===== src/rtl/fir_decimator.sv =====
// -----------------------------------------------------------------------------
// fir_decimator
//
// Downstream stage of the FIR filter. Every block of D = 2^dec_log2 enabled
// input samples is summed and divided by D (arithmetic shift, rounding toward
// minus infinity). Each block average is pushed into a small FIFO that drains
// to the next consumer through a valid/ready handshake. If a result arrives
// while the FIFO is full and nothing is leaving in the same cycle, the result
// is dropped and a sticky overflow flag is raised.
//
// Parameters:
//   datawidth  - width of input samples and output results (signed)
//   dec_log2   - log2 of the decimation factor D (>= 1)
//   depth_log2 - log2 of the FIFO depth F (>= 1)
//
// Ports:
//   clk        - clock, all state changes on the rising edge
//   rst        - synchronous active-high reset
//   y_in       - signed sample from the FIR filter
//   in_en      - y_in is valid and counts toward the current block
//   m_data     - signed averaged result at the FIFO head, 0 when empty
//   m_valid    - FIFO holds at least one result
//   m_ready    - consumer takes m_data this cycle
//   fifo_count - number of results currently stored (0..F)
//   overflow   - sticky, a result was dropped because the FIFO was full
// -----------------------------------------------------------------------------
module fir_decimator #(
  parameter int datawidth  = 8,
  parameter int dec_log2   = 2,
  parameter int depth_log2 = 2
) (
  input  logic                        clk,
  input  logic                        rst,
  input  logic signed [datawidth-1:0] y_in,
  input  logic                        in_en,
  output logic signed [datawidth-1:0] m_data,
  output logic                        m_valid,
  input  logic                        m_ready,
  output logic [depth_log2:0]         fifo_count,
  output logic                        overflow
);

  localparam int acc_width = datawidth + dec_log2;
  localparam int fifo_depth = 1 << depth_log2;
  localparam logic [depth_log2:0] count_full = (depth_log2 + 1)'(fifo_depth);

  // Block accumulation state
  logic [dec_log2-1:0]         cnt;
  logic signed [acc_width-1:0] acc;

  // FIFO state
  logic [datawidth-1:0]  mem [fifo_depth];
  logic [depth_log2-1:0] rd_ptr;
  logic [depth_log2-1:0] wr_ptr;
  logic [depth_log2:0]   count;
  logic                  overflow_q;

  // Datapath and control intermediates
  logic signed [acc_width-1:0] y_ext;
  logic signed [acc_width-1:0] sum;
  logic signed [acc_width-1:0] shifted;
  logic [datawidth-1:0]        result;
  logic                        dump;
  logic                        full;
  logic                        pop;
  logic                        push;
  logic                        drop;
  logic [depth_log2:0]         count_next;

  // The accumulator is wide enough for a whole block of extreme samples, so
  // the sum never wraps and the shifted average always fits in datawidth
  // bits. Taking the low bits is therefore exact, no saturation needed.
  always_comb begin
    y_ext   = {{dec_log2{y_in[datawidth-1]}}, y_in};
    sum     = acc + y_ext;
    shifted = sum >>> dec_log2;
    result  = shifted[datawidth-1:0];
  end

  // A dump happens on the D-th enabled sample of a block. When the FIFO is
  // full, a pop in the same cycle frees the head slot, and because the write
  // pointer equals the read pointer in that case the new result lands exactly
  // in the slot being read out, which is safe since the read is combinational
  // and completes before the edge.
  always_comb begin
    dump = in_en && (cnt == '1);
    full = (count == count_full);
    pop  = m_valid && m_ready;
    push = dump && (!full || pop);
    drop = dump && full && !pop;
  end

  always_comb begin
    count_next = count;
    case ({push, pop})
      2'b10:   count_next = count + 1'b1;
      2'b01:   count_next = count - 1'b1;
      default: count_next = count;
    endcase
  end

  // Sample counter and accumulator; a reset abandons any partial block.
  always_ff @(posedge clk) begin
    if (rst) begin
      cnt <= '0;
      acc <= '0;
    end else if (in_en) begin
      if (dump) begin
        cnt <= '0;
        acc <= '0;
      end else begin
        cnt <= cnt + 1'b1;
        acc <= sum;
      end
    end
  end

  // FIFO storage is not reset; entries are only ever read after being written.
  always_ff @(posedge clk) begin
    if (push) begin
      mem[wr_ptr] <= result;
    end
  end

  // FIFO pointers, occupancy and the sticky overflow flag. Pointers are
  // exactly depth_log2 bits wide so they wrap modulo F on their own.
  always_ff @(posedge clk) begin
    if (rst) begin
      rd_ptr     <= '0;
      wr_ptr     <= '0;
      count      <= '0;
      overflow_q <= 1'b0;
    end else begin
      if (push) begin
        wr_ptr <= wr_ptr + 1'b1;
      end
      if (pop) begin
        rd_ptr <= rd_ptr + 1'b1;
      end
      count <= count_next;
      if (drop) begin
        overflow_q <= 1'b1;
      end
    end
  end

  // Head of FIFO is presented combinationally and forced to zero when empty.
  always_comb begin
    m_valid    = (count != '0);
    m_data     = m_valid ? mem[rd_ptr] : '0;
    fifo_count = count;
    overflow   = overflow_q;
  end

endmodule


===== config.mk =====
export PLATFORM = sky130hd
export DESIGN_NAME = fir_decimator
export DESIGN_NICKNAME = d
export VERILOG_FILES = /design/src/rtl/fir_decimator.sv
export SDC_FILE = /design/constraint.sdc
export NUM_CORES = 1
export LEC_CHECK = 0
export CAP_MARGIN = 40
export CORE_ASPECT_RATIO = 0.75
export CORE_MARGIN = 3
export CORE_UTILIZATION = 34
export CTS_CLUSTER_SIZE = 20
export DETAILED_ROUTE_END_ITERATION = 16
export HOLD_SLACK_MARGIN = 0.15
export PLACE_DENSITY = 0.63
export SLEW_MARGIN = 20
export SYNTH_ARGS = -nofsm -noshare
export SYNTH_HDL_FRONTEND = slang
export SYNTH_SLANG_ARGS = --single-unit

===== constraint.sdc =====
create_clock -name clk -period 2 [get_ports clk]
set_input_delay 0.4 -clock clk [delete_from_list [all_inputs] [get_ports clk]]
set_output_delay 0.4 -clock clk [all_outputs]
set_load 0.1 [all_outputs]

==> run_results.csv <==
group,metric,value,unit
outcome,status,"finished with violations",
outcome,violations,"setup timing",
die,core,0.00747,mm²
grt,antenna_found_initial,0,
pwr,ir_worst_vdd,0.000775,V
clock_network,numCtsBuffers,5,
worst_hold_path,hp-class,"reg2reg",
timing,slew_headroom,70.8,%
yosys,synth_nets,245,
placement,dp.cells,367,
timing,max_freq,497,MHz
setup_path,crit_type,"reg2out",
setup_path,worst-path-buf-inv,2,
timing,finalClockSkew,12.9,ps
detailed_routing,firstDrtPassIters,4,
detailed_routing,ant_nets,0,
placement,gp_congestion,0.856,
timing,slew_violations,0,
setup_path,cp_common_cell,"buf_12",
yosys,synth_cells,217,
yosys,synth_top_area_cell,"edfxtp_1",
placement,numPortBuffers,24,
detailed_routing,drt-initial-drc-count,73,
setup_path,cp_cell_sequence,"buf_12, mux4_2, and2_4, buf_12",
die,ios,25,
clock_network,cts.hold.buffers_added,0,
detailed_routing,drc,0,
setup_path,worstPathMaxFanout,8,
yosys,synthDominantCellAreaShare,36.2,%
timing,layout_min_cycle_time,2010,ps
clock_network,cts_tree,"built",
setup_path,end_kind,"output pin",
grt,grt_start_max_net_pins,18,
detailed_routing,via_per_inst,4.75,
yosys,synth.cell_area,0.00266,mm²
placement,hpwlAfterDp,3900,µm
die,start_util,35.6,%
final_layout,drive_above_1_share,40.3,%
die,die_y,82.6,µm
grt,grt_pass1_wl,8920,µm
setup_path,required,1600,ps
yosys,synth_cell_types,47,
timing,final-setup-viol-count,4,
final_layout,multi_input_area,0.00139,mm²
final_layout,antenna_cells,0,
final_layout,nets,305,
grt,grt_use_total,12.9,%
final_layout,nFillCells,654,
setup_path,slowest_delay,510,ps
yosys,synth_warnings,0,
final_layout,area.growth.synth_to_final,38.7,%
timing,tightest_slew,435,ps
pwr,power,4540,µW
timing,timing.final.ws_setup,-12.4,ps
detailed_routing,wl_per_cell,14.1,µm
setup_path,start_kind,"flop",
yosys,synth_common_cells,"32 x edfxtp_1, 25 x nor2_1, 22 x dfxtp_1, 14 x a21oi_1, 14 x ha_1",
pwr,power_density,1230,mW/mm²
detailed_routing,wirelength,5330,µm
final_layout,seqCellArea,0.00142,mm²
die,die_area,0.00892,mm²
clock_network,clk_pin_slew,100,ps
yosys,syn-mean-instance-area,12.2,µm²
clock_network,root_buffer,"clkbuf_8",
run,maxCapViolations,0,
final_layout,final_cell_count_no_fill,379,
yosys,yosys.cell_count.top_type,"edfxtp_1",
die,row_count,27,
timing,hold_viol,0,
yosys,async_flop_share,0,%
clock_network,htreeDepth,2,
pwr,cellLeakagePower,0.00141,µW
yosys,ys_seq_area_share,52.7,%
yosys,synthFlopType,"edfxtp_1",
yosys,ys_seq_elements,54,
detailed_routing,vias,1799,
clock_network,clk-insertion-delay-late,300,ps
clock_network,clock_path_buffers,2,
grt,grt_pass1_vias,1844,
setup_path,arrival,1610,ps
clock_network,cts.sinks,54,
yosys,synthTopCellsByArea,"edfxtp_1 36%, dfxtp_1 17%, mux4_2 6.8%, ha_1 6.6%, nor2_1 3.5%",
timing,fin_crit_sh,101,%
die,fp.dieW,108,µm
setup_path,crit_family,"multiplexers",
grt,grt_remaining_overflow,0,
yosys,synth_edf_count,32,
timing,rsz0062_at_grt,"yes",
setup_path,cp_slowest_cell,"mux4_2",
-- placed cells by master (no fill, tap or decap), drive strengths merged, types with 3 or more instances in the layout --
| cell | Yosys | layout |
|---|---|---|
| a21oi | 16 | 16 |
| and2 | 12 | 12 |
| buf | 1 | 49 |
| clkbuf | 6 | 6 |
| clkdlybuf4s50 | 0 | 4 |
| dfxtp | 22 | 22 |
| dlymetal6s2s | 0 | 4 |
| edfxtp | 32 | 32 |
| ha | 14 | 14 |
| inv | 7 | 7 |
| mux2i | 4 | 4 |
| mux4 | 8 | 8 |
| nand2 | 6 | 6 |
| nand3 | 5 | 5 |
| nor2 | 25 | 25 |
| nor2b | 10 | 10 |
| nor3 | 3 | 3 |
| o211ai | 3 | 3 |
| xnor2 | 6 | 6 |
| xor2 | 6 | 6 |
-- report_power, final --
group / switching [µW] / internal [µW]
Sequential: 81.4 / 1320
Combinational: 1410 / 997
Clock: 357 / 376
Total: 1850 / 2690
-- registers in the layout, indices dropped and copies added (netlist names), named ones only --
name and count:
acc 10, cnt 2, fifo_count 3, mem 32
overflow 1, rd_ptr 2, wr_ptr 2
-- metal layers --
layer	part of all wire, %	global-route usage, %	routed length (µm)	vias to the layer above
met5	0	0	0	-
li1	-	-	-	902
met4	0.58	2.65	31	0
met1	50	17.7	2680	871
met3	2.7	2.56	146	5
met2	46	21.5	2470	21
-- final timing paths --
path         slack, ps  startpoint        end  cells past startpoint
max                -10        flop  m_data[7]                      4
min reg2reg        500      acc[1]     acc[1]                      2
max reg2reg         70      acc[0]     acc[8]                      8
min                500      acc[1]     acc[1]                      2
-- cells by family (layout without fill, tap and decap cells) --
| kind of cell | after synthesis | in the layout | share of synthesized area [%] |
|---|---|---|---|
| DFF | 54 | 54 | 52.7 |
| AOI/OAI and AO/OA | 33 | 33 | 8.76 |
| and+or+nand+nor | 76 | 76 | 15.4 |
| buffers and inverters | 14 | 75 | 2.78 |
| muxes | 12 | 12 | 8.29 |
| xor gates and xnor gates | 12 | 12 | 3.95 |
| adders and majority gates | 16 | 16 | 8.10 |
-- area by class of cell --
cell class / count / area share (%)
flip-flops and latches: 54 / 38.4
multi-input cells: 149 / 37.8
repair buffers: 60 / 16.7
well taps: 101 / 3.43
clock buffers: 6 / 1.97
clock inverters: 2 / 1.05
inverters: 7 / 0.713
-- tightest hold or removal path, cell delays in order (launching register included) --
cell and delay (ps):
dfxtp_2 350, nand2b_1 60, a21oi_1 50
-- metrics by stage --
stage	util, %	hold WS (ps)	area (µm²)	TNS (ps)	worst slack, ps
floorplan	-	465	2700	0	15.0
global placement	44.7	480	3340	-20940	-542
detailed placement	44.7	500	3340	-22620	-621
CTS	47.9	522	3570	-319	-45.0
global route	49.4	548	3690	-529	-74.2
finish	49.4	501	3690	-28.2	-12.4
-- repair_timing --
action / CTS / global route
pin swaps: 14 / 13
buffers inserted: 3 / 1
setup endpoints to repair: 38 / 25
resized for setup: 19 / 20
(Power assumes the default switching activity.)
